## config.mk

```make
export PLATFORM = sky130hd
export DESIGN_NAME = fir_coef_loader
export DESIGN_NICKNAME = d
export VERILOG_FILES = /design/src/rtl/fir_coef_loader.sv
export SDC_FILE = /design/constraint.sdc
export NUM_CORES = 1
export LEC_CHECK = 0
export CAP_MARGIN = 0
export CELL_PAD_IN_SITES_DETAIL_PLACEMENT = 0
export CELL_PAD_IN_SITES_GLOBAL_PLACEMENT = 2
export CORE_MARGIN = 5
export CORE_UTILIZATION = 43
export DETAILED_ROUTE_END_ITERATION = 12
export MAX_ROUTING_LAYER = met4
export PLACE_DENSITY = 0.85
export SLEW_MARGIN = 20
export SYNTH_ARGS = -nofsm -noshare
export SYNTH_HDL_FRONTEND = slang
export SYNTH_SLANG_ARGS = --single-unit
```

## constraint.sdc

```tcl
create_clock -name clk -period 7.4 [get_ports clk]
set_clock_uncertainty 0.05 [all_clocks]
set_input_delay 1.48 -clock clk [delete_from_list [all_inputs] [get_ports clk]]
set_output_delay 1.48 -clock clk [all_outputs]
set_load 0.02 [all_outputs]
```

## src/rtl/fir_coef_loader.sv

```systemverilog
// Queues completed coefficient writes with auto-assigned tap addresses and
// drains them into the shared coefficient RAM during engine-granted windows.
module fir_coef_loader #(
  parameter int NUM_FILTERS      = 4,
  parameter int FILTER_ADDR_BITS = 2,
  parameter int TAP_ADDR_BITS    = 8,
  parameter int FIFO_DEPTH       = 4
) (
  input  logic                                    clk,
  input  logic                                    reset_n,
  input  logic                                    coef_wr_stb,
  input  logic [7:0]                              filter_select,
  input  logic [7:0]                              taps_per_filter,
  input  logic [7:0]                              coef_lsb,
  input  logic [7:0]                              coef_msb,
  input  logic                                    clear_err,
  input  logic                                    ram_grant,
  output logic                                    coef_ram_req,
  output logic                                    coef_ram_we,
  output logic [FILTER_ADDR_BITS+TAP_ADDR_BITS-1:0] coef_ram_addr,
  output logic [15:0]                             coef_ram_wdata,
  output logic [TAP_ADDR_BITS-1:0]                tap_ptr,
  output logic                                    fifo_empty,
  output logic                                    fifo_full,
  output logic                                    load_done,
  output logic                                    overflow_err,
  output logic                                    sel_err
);

  localparam int PW = $clog2(FIFO_DEPTH);
  localparam int CW = PW + 1;
  localparam int AW = FILTER_ADDR_BITS + TAP_ADDR_BITS;
  localparam int EW = AW + 16;

  typedef enum logic [1:0] {IDLE, REQ, WRITE} state_t;

  state_t                   state, state_nxt;
  logic [EW-1:0]            mem [FIFO_DEPTH];
  logic [PW-1:0]            wr_ptr, rd_ptr;
  logic [CW-1:0]            count, count_nxt;
  logic [7:0]               sel_q;
  logic [TAP_ADDR_BITS-1:0] tap_cur, last_tap;
  logic [AW-1:0]            addr_q;
  logic [15:0]              wdata_q;
  logic                     sel_bad, push, pop, drop_ovf, wrap;

  assign fifo_empty = (count == '0);
  assign fifo_full  = (count == CW'(FIFO_DEPTH));

  // A filter change restarts tap numbering in the same cycle it is seen.
  assign tap_cur  = (filter_select != sel_q) ? '0 : tap_ptr;
  assign last_tap = (taps_per_filter == 8'd0) ? '1
                                              : TAP_ADDR_BITS'(taps_per_filter - 8'd1);
  assign wrap     = (tap_cur == last_tap);

  assign sel_bad  = (filter_select >= 8'(NUM_FILTERS));
  assign push     = coef_wr_stb && !sel_bad && !fifo_full;
  assign drop_ovf = coef_wr_stb && !sel_bad && fifo_full;

  assign coef_ram_req = (state != IDLE);
  assign coef_ram_we  = (state == WRITE) && ram_grant;
  assign pop          = coef_ram_we;
  assign count_nxt    = count + CW'(push) - CW'(pop);

  // Address/data follow the head entry only while writing, else hold the last write.
  assign coef_ram_addr  = pop ? mem[rd_ptr][EW-1:16] : addr_q;
  assign coef_ram_wdata = pop ? mem[rd_ptr][15:0]    : wdata_q;

  always_comb begin
    state_nxt = state;
    case (state)
      IDLE:    if (!fifo_empty) state_nxt = REQ;
      REQ:     if (ram_grant) state_nxt = WRITE;
      WRITE: begin
        if (!ram_grant)             state_nxt = REQ;
        else if (count_nxt == '0)   state_nxt = IDLE;
      end
      default: state_nxt = IDLE;
    endcase
  end

  always_ff @(posedge clk) begin
    if (!reset_n) begin
      state        <= IDLE;
      wr_ptr       <= '0;
      rd_ptr       <= '0;
      count        <= '0;
      sel_q        <= '0;
      tap_ptr      <= '0;
      load_done    <= 1'b0;
      overflow_err <= 1'b0;
      sel_err      <= 1'b0;
      addr_q       <= '0;
      wdata_q      <= '0;
    end else begin
      state     <= state_nxt;
      count     <= count_nxt;
      sel_q     <= filter_select;
      load_done <= push && wrap;
      if (push) begin
        wr_ptr  <= wr_ptr + PW'(1);
        tap_ptr <= wrap ? '0 : tap_cur + TAP_ADDR_BITS'(1);
      end else if (!coef_wr_stb) begin
        tap_ptr <= tap_cur;
      end
      if (pop) begin
        rd_ptr  <= rd_ptr + PW'(1);
        addr_q  <= coef_ram_addr;
        wdata_q <= coef_ram_wdata;
      end
      if (drop_ovf)       overflow_err <= 1'b1;
      else if (clear_err) overflow_err <= 1'b0;
      if (coef_wr_stb && sel_bad) sel_err <= 1'b1;
      else if (clear_err)         sel_err <= 1'b0;
    end
  end

  // Storage carries no reset; occupancy alone decides what is valid.
  always_ff @(posedge clk) begin
    if (push) mem[wr_ptr] <= {filter_select[FILTER_ADDR_BITS-1:0], tap_cur, coef_msb, coef_lsb};
  end

endmodule

```

==> impl_metrics.tcl, run 1 <==
set metrics [dict create \
    clkLatencyLatePin_ps 410 \
    final_cells 730 \
    ys.warnings.count 0 \
    period_needed_ps 5196 \
    r2r-start "count[1]" \
    cts_resized 0 \
    cp_max_fo 30 \
    min_path_type "reg2reg" \
    cts_max_level 4 \
    slew_viol_final 0 \
    cts_tree "yes" \
    io_pins 78 \
    cts-root-buf "clkbuf_16" \
    gp_congestion 0.7907 \
    clk_pin_slew_worst_paths_ps 60 \
    power_density_nw_per_um2 239.5 \
    power.leakage_nw 2.872 \
    setup_viol 0 \
    overflow 0 \
    fin_crit_sh_pct 70.22 \
    critPathLaunch "ram_grant" \
    ctsLongestPathBuffers 2 \
    grt_usage_pct 15.13 \
    drive_above_1_share_pct 18.27 \
    wl_per_cell_um 17.40 \
    syn_area_per_cell_um2 14.82 \
    slew_headroom_pct 36.95 \
    post-cts-setup-buffer-count 0 \
    syn_nets 497 \
    cts-hold-fix-buffers 0 \
    first_pass_iters 4 \
    core-area_um2 15200 \
    vias 3901 \
    crit_required_ps 5870 \
    path_class "in2out" \
    r2r_cells 13 \
    syn_to_final_growth_pct 23.47 \
    status "finished clean" \
    rsz0062_at_grt "no" \
    max_freq_mhz 192.5 \
    worstSetupEndpoint "coef_ram_wdata[5]" \
    grt_antenna_before_repair 0 \
    hold_viol 0 \
    grt_max_degree 60 \
    drt-total-wl_um 12700 \
    grt_pass1_vias 3920 \
    ys.flop_type "edfxtp_1" \
    antennaDiodeCount 0 \
    synth_top_area_share_pct 46.72 \
    reg2reg_to "state[1]" \
    die_h_um 134.7 \
    ys_ff_latch 160 \
    rows 45 \
    layout.nets 575 \
    yosys.cell_types.count 57 \
    ant_nets 0 \
    max_cap_violations 0 \
    dieWidth_um 134.7 \
    dp_hpwl_um 8278 \
    io_buffers 77 \
    drt_iter0_drc 176 \
    dp.cells 698 \
    tightest_slew_ps 945.7 \
    syn_area_um2 6685 \
    synth-edff-count 104 \
    via_per_inst 5.344 \
    start_util_pct 43.98 \
    crit_arrival_ps 3670 \
    syn_inst 451 \
    reg2reg_slack_ps 4290 \
    die_area_um2 18140 \
    synth-async-reset-ratio_pct 0 \
    clkSinkCount 160 \
    vdd_drop_max_mv 0.1837 \
    cp-end-kind "output port" \
    setup_tns_ps 0 \
    cp-start-kind "input pin" \
    grt_first_pass_wirelength_um 20530 \
    numCtsBuffers 17 \
    ys_top_cells_by_area "edfxtp_1 47%, dfxtp_1 17%, mux4_2 8.8%" \
    ys_seq_area_share_pct 63.48 \
    drc_errors 0 \
    yosysTopAreaCell "edfxtp_1" \
]
[per-layer routing]
| metal | track usage [%] | vias up | part of all wire [%] |
|---|---|---|---|
| li1 | - | 1851 | - |
| met5 | - | - | 0 |
| met4 | 5.317 | 0 | 1.4 |
| met3 | 3.353 | 13 | 3.3 |
| met2 | 23.62 | 82 | 50 |
| met1 | 19.65 | 1955 | 46 |
[metrics by stage]
stage	utilization (%)	area [um2]	hold WS (ps)	power [mW]	worst slack [ps]
final	54.30	8254	457.2	1.977	2204
after global routing	54.30	8254	484.3	2.056	2070
after detailed placement	50.17	7627	450.9	1.079	2159
after CTS	54.30	8254	460.8	2.000	2151
after global placement	50.17	7627	424.6	1.076	2233
after floorplan	-	6685	426.5	1.030	2963
[cell usage after synthesis (4+ instances only)]
master	instances
a21boi_0	5
a21oi_1	8
and2_1	46
and3_1	12
buf_1	4
clkbuf_1	15
dfxtp_1	56
edfxtp_1	104
ha_1	8
inv_1	10
mux2_2	26
mux4_2	26
nand2_1	18
nand3_1	6
nor2_1	12
nor2b_1	7
nor4_1	6
o211ai_1	4
o21ai_0	4
o31ai_1	4
xnor2_1	7
xor2_1	13
[layout by cell type, fill, tap and decap left out, types with 3 or more instances in the layout]
cell and instances:
nand3_1 6, o31ai_1 4, nor2_1 12, o21ai_0 4, nor2b_1 7, clkdlybuf4s50_1 76, a21oi_1 8, buf_4 5
and3_1 12, o211ai_1 4, edfxtp_1 104, nand4_1 3, mux4_2 26, a21boi_0 5, mux2_2 26, clkinv_1 4
ha_1 8, nor4_1 6, clkbuf_16 17, bufinv_16 5, nor3_1 3, nand2_1 18, dfxtp_1 55, clkbuf_1 3
xnor2_1 7, and2_1 45, inv_1 10, xor2_1 13
[layout make-up]
cell class | count | area, um2
clock buffers | 20 | 436.7
clock inverters | 12 | 190.2
fillers | 1254 | 6948
inverters | 10 | 37.54
multi-input cells | 258 | 2306
flip-flops and latches | 160 | 4245
well taps | 188 | 235.2
repair buffers | 82 | 803.3
[cells by family (layout without fill, tap and decap cells)]
group / Yosys count / after routing / synth area share [%]
compound gates: 38 / 38 / 4.174
simple gates: 137 / 137 / 12.45
buf+inv: 33 / 124 / 2.040
xor+xnor: 20 / 20 / 2.620
flops: 160 / 160 / 63.49
fa+ha+maj: 9 / 9 / 1.797
mux: 54 / 54 / 13.44
[worst min-delay path by stage]
| stage | start | to | cells after the start |
|---|---|---|---|
| 5_1_grt | wr_ptr[1] | wr_ptr[1] | 2 |
| 6_report | overflow_err | overflow_err | 2 |
| 2_1_floorplan | wr_ptr[1] | wr_ptr[1] | 2 |
| 3_3_place_gp | overflow_err | overflow_err | 2 |
| 3_5_place_dp | overflow_err | overflow_err | 2 |
| 4_1_cts | overflow_err | overflow_err | 2 |
[registers in the layout, indices dropped and copies added, names as in the netlist, 2 cells and up, named ones only]
| register | count |
|---|---|
| mem | 104 |
| wdata_q | 16 |
| addr_q | 10 |
| sel_q | 8 |
| tap_ptr | 8 |
| count | 3 |
| rd_ptr | 2 |
| state | 2 |
| wr_ptr | 2 |
[report_power, final]
part           switching (mW)  internal (mW)  total [mW]  leakage (nW)
registers             0.00578          0.954       0.960          1.37
logic                  0.0475         0.0516      0.0991          1.20
clock network           0.324          0.595       0.918         0.298
total                   0.377           1.60        1.98          2.87
[worst max-delay path, stage by stage]
cell             delay [ps]
clkdlybuf4s50_1         520
and2_2                  680
mux2_2                  430
clkdlybuf4s50_1         550
Note: power is estimated with default switching activity, not from simulation.
==> inputs of run 2 (changes only) <==
--- a/config.mk
+++ b/config.mk
@@ -9,10 +9,10 @@
 export CELL_PAD_IN_SITES_DETAIL_PLACEMENT = 0
 export CELL_PAD_IN_SITES_GLOBAL_PLACEMENT = 2
 export CORE_MARGIN = 5
-export CORE_UTILIZATION = 43
+export CORE_UTILIZATION = 36
 export DETAILED_ROUTE_END_ITERATION = 12
 export MAX_ROUTING_LAYER = met4
-export PLACE_DENSITY = 0.85
+export PLACE_DENSITY = 0.76
 export SLEW_MARGIN = 20
 export SYNTH_ARGS = -nofsm -noshare
 export SYNTH_HDL_FRONTEND = slang
==> constraint.sdc (replaced) <==
create_clock -name clk -period 4.6 [get_ports clk]
set_clock_uncertainty 0.05 [all_clocks]
set_input_delay 0.92 -clock clk [delete_from_list [all_inputs] [get_ports clk]]
set_output_delay 0.92 -clock clk [all_outputs]
set_load 0.02 [all_outputs]
==> impl_metrics.tcl, run 2 (synthesis results as in run 1) <==
set metrics [dict create \
    wl_per_cell_um 17.11 \
    final_area_um2 8307 \
    io_buffers 77 \
    max_cap_violations 0 \
    p_int_mw 2.411 \
    path_class "reg2out" \
    clkLatencyLatePin_ps 420 \
    fin_util_pct 45.77 \
    via_per_inst 5.037 \
    p_sw_uw 631.8 \
    clk_pin_slew_worst_paths_ps 60 \
    p_total_mw 3.043 \
    cp_slowest_cell "dfxtp_2" \
    dr_wl_met2_um 6597 \
    hold_viol 0 \
    holdWs_ps 449.0 \
    grt_first_pass_wirelength_um 22080 \
    rows 49 \
    final_cells 778 \
    drt-total-wl_um 13310 \
    dieWidth_um 146.3 \
    io_pins 78 \
    dr_wl_met3_um 495 \
    grt_antenna_before_repair 0 \
    setup_slack_ps 861.1 \
    tightest_slew_ps 911.3 \
    drc_errors 0 \
    dp.cells 746 \
    max_stage_delay_ps 650 \
    layout.nets 582 \
    slew_headroom_pct 39.24 \
    grt_usage_pct 13.56 \
    drt_iter0_drc 198 \
    gp_congestion 0.7874 \
    cts_tree "yes" \
    place_area_um2 7744 \
    clkSinkCount 160 \
    pre_cts_slack_ps 741.4 \
    core-area_um2 18150 \
    slew_viol_final 0 \
    cts_resized 0 \
    grt_pass1_vias 4152 \
    grt_max_degree 60 \
    seqPwrFrac_pct 50.7 \
    ctsLongestPathBuffers 2 \
    cp_num_buf_inv 2 \
    crit_arrival_ps 2770 \
    cp-end-kind "output port" \
    dp_hpwl_um 8856 \
    period_needed_ps 3739 \
    largest-register "mem" \
    ant_nets 0 \
    wl_met1_um 6073 \
    die_area_um2 21390 \
    layout_common_cells "104 x edfxtp_1, 76 x clkdlybuf4s50_1, 55 x dfxtp_1, 45 x and2_1" \
    p_comb_share_pct 5.4 \
    rsz0062_at_grt "no" \
    vias 3919 \
    start_util_pct 36.84 \
    cts_max_level 4 \
    overflow 0 \
    pwr-share-clk_pct 43.9 \
    cp-start-kind "register" \
    cts-root-buf "clkbuf_16" \
    final_common_cell "edfxtp_1" \
    crit_family "buffers and inverters" \
    first_pass_iters 4 \
    top_layer "met4" \
    min_path_type "reg2reg" \
    cts-hold-fix-buffers 0 \
    crit_required_ps 3630 \
    fin_crit_sh_pct 81.28 \
    power.leakage_nw 2.884 \
    p_sw_share_pct 20.76 \
    die_h_um 146.3 \
    syn_to_final_growth_pct 24.26 \
    numCtsBuffers 17 \
    antennaDiodeCount 0 \
    vdd_drop_max_mv 0.2805 \
    crit_chain "buf_4 -> mux4_2 -> mux2_2 -> clkdlybuf4s50_1" \
    setup_tns_ps 0 \
    max_freq_mhz 267.5 \
    largest_reg_flops 104 \
    drive_above_1_share_pct 19.49 \
    top_regs "mem (104), wdata_q (16), addr_q (10)" \
    post-cts-setup-buffer-count 0 \
    setup_viol 0 \
    status "finished clean" \
    cp_max_fo 14 \
    power_density_nw_per_um2 366.4 \
]
==> run 2: cell count changes in the layout (fill, tap and decap cells not counted), sizes merged <==
cell / change
bufinv: -3
inv: +4
buf: +7
clkinvlp: +1
clkinv: +1
clkbuf: -3
==> run 2: worst reg2reg max path, cell delays in order (launching register included) <==
cell and delay, ps:
dfxtp_1 370, or3b_2 510, and4_1 200, inv_1 200, ha_1 280, inv_1 50
ha_1 120, inv_1 40, fa_1 370, xor2_1 160, xnor2_1 190, nand3b_1 100
nand2_1 70, a21oi_1 60
==> run 2: area by class of cell <==
class	instances	area, um2
multi-input combinational	258	2306
inverter	10	37.54
tap	229	286.5
clock inverter	15	137.6
timing repair buffer	89	868.3
fill	1601	9841
sequential	160	4245
clock buffer	17	425.4
==> run 2: final timing paths <==
path | slack, ps | endpoint | from | cells after the start
worst max register to register | 1710 | state[1] | count[1] | 13
worst min register to register | 450 | overflow_err | overflow_err | 2
worst max-delay path | 860 | coef_ram_addr[8] | register | 4
worst min-delay path | 450 | overflow_err | overflow_err | 2
==> run 2: layer usage <==
layer  GRT usage (%)  vias up
li1                -     1865
met1           16.60     1968
met2           22.07       72
met3           3.626       14
met4           4.233        0
met5               -        -
==> run 2: power by group through the flow <==
stage	clock, mW	sequential, mW	combinational, mW
floorplan	0	1.57	0.0852
global placement	0	1.57	0.166
detailed placement	0	1.57	0.168
CTS	1.38	1.54	0.169
global route	1.45	1.54	0.182
finish	1.34	1.54	0.165
==> inputs of run 3 (changes only) <==
==> constraint.sdc (replaced) <==
create_clock -name clk -period 3.4 [get_ports clk]
set_clock_uncertainty 0.05 [all_clocks]
set_input_delay 0.68 -clock clk [delete_from_list [all_inputs] [get_ports clk]]
set_output_delay 0.68 -clock clk [all_outputs]
set_load 0.02 [all_outputs]
==> impl_metrics.tcl, run 3 (synthesis results as in run 1) <==
set metrics [dict create \
    dp.cells 768 \
    grt_pass1_vias 4282 \
    cp-end-kind "output port" \
    largest-register "mem" \
    rsz0062_at_grt "no" \
    status "finished clean" \
    dp_hpwl_um 9245 \
    clkLatencyLatePin_ps 420 \
    first_pass_iters 6 \
    setup_viol 0 \
    setup_slack_ps 92.55 \
    final_cells 800 \
    ctsLongestPathBuffers 2 \
    wl_per_cell_um 17.27 \
    grt_usage_pct 14.07 \
    power.leakage_nw 3.009 \
    hold_viol 0 \
    cts_tree "yes" \
    cts_resized 0 \
    max_stage_delay_ps 540 \
    slew_headroom_pct 57.72 \
    die_h_um 146.3 \
    clkSinkCount 160 \
    vdd_drop_max_mv 0.2811 \
    crit_arrival_ps 2580 \
    path_class "in2out" \
    max_freq_mhz 302.3 \
    cp_slowest_cell "clkdlybuf4s50_1" \
    setup_tns_ps 0 \
    min_path_type "reg2reg" \
    fin_crit_sh_pct 97.28 \
    overflow 0 \
    vias 4005 \
    via_per_inst 5.006 \
    antennaDiodeCount 0 \
    slew_viol_final 0 \
    dieWidth_um 146.3 \
    drive_above_1_share_pct 23.12 \
    largest_reg_flops 104 \
    power_density_nw_per_um2 494.7 \
    crit_required_ps 2670 \
    drt_iter0_drc 208 \
    cp-start-kind "input pin" \
    cts-root-buf "clkbuf_16" \
    start_util_pct 36.84 \
    drt-total-wl_um 13810 \
    cp_num_buf_inv 3 \
    grt_max_degree 40 \
    cts_max_level 4 \
    die_area_um2 21390 \
    cp_common_cell "clkdlybuf4s50_1" \
    grt_antenna_before_repair 0 \
    r2r-start "count[2]" \
    io_buffers 77 \
    layout_common_cells "104 x edfxtp_1, 76 x clkdlybuf4s50_1, 55 x dfxtp_1, 45 x and2_1, 29 x buf_4" \
    critPathLaunch "ram_grant" \
    ant_nets 0 \
    rows 49 \
    worstHoldStart "wr_ptr[1]" \
    io_pins 78 \
    post-cts-setup-buffer-count 0 \
    drc_errors 0 \
    max_cap_violations 0 \
    top_regs "mem (104), wdata_q (16), addr_q (10)" \
    numCtsBuffers 17 \
    gp_congestion 0.8163 \
    pre_cts_slack_ps -100.2 \
    cts-hold-fix-buffers 0 \
    grt_first_pass_wirelength_um 22890 \
    tightest_slew_ps 628.5 \
    core-area_um2 18150 \
    holdWs_ps 459.8 \
    syn_to_final_growth_pct 27.96 \
    layout.nets 604 \
    clk_pin_slew_worst_paths_ps 60 \
    crit_chain "clkdlybuf4s50_1 -> and2_2 -> buf_4 -> mux2_2 -> clkdlybuf4s50_1" \
    cp_max_fo 5 \
    crit_family "buffers and inverters" \
    period_needed_ps 3307 \
    final_common_cell "edfxtp_1" \
]
run 3: per-layer routing:
metal  GRT usage (%)  vias to the layer above  wire length (um)
li1                -                     1912                 -
met1           17.22                     1991              6284
met2           22.74                       85              6844
met3           3.719                       17               485
met4           4.845                        0               197
met5               -                        -                 0
run 3: area by class of cell:
| type | instances | area [um2] |
|---|---|---|
| Clock buffer | 18 | 429.2 |
| Clock inverter | 14 | 166.4 |
| Multi-Input combinational cell | 258 | 2306 |
| Fill cell | 1601 | 9593 |
| Timing Repair Buffer | 111 | 1084 |
| Sequential cell | 160 | 4245 |
| Tap cell | 229 | 286.5 |
| Inverter | 10 | 37.54 |
run 3: per-stage QoR:
stage	area (um2)	util [%]	power, mW
after CTS	8554	47.14	4.284
after floorplan	6685	-	2.242
after detailed placement	7959	43.86	2.371
final	8554	47.14	4.232
after global routing	8554	47.14	4.392
after global placement	7959	43.86	2.367
run 3: tightest hold or removal path, stage by stage, from the launching register on:
cell and delay [ps]:
dfxtp_1 340, nand2_1 60, a21boi_0 60
run 3: worst paths after layout:
path	endpoint	slack (ps)	cells after the start
setup / recovery	coef_ram_wdata[6]	90	5
hold / removal	wr_ptr[1]	460	2
setup reg to reg	state[1]	700	13
hold reg to reg	wr_ptr[1]	460	2
run 3: report_power, final:
part           internal [mW]  leakage, nW  switching (mW)
logic                  0.128         1.37           0.113
registers               2.08         1.37         0.00938
clock network           1.15        0.274           0.755
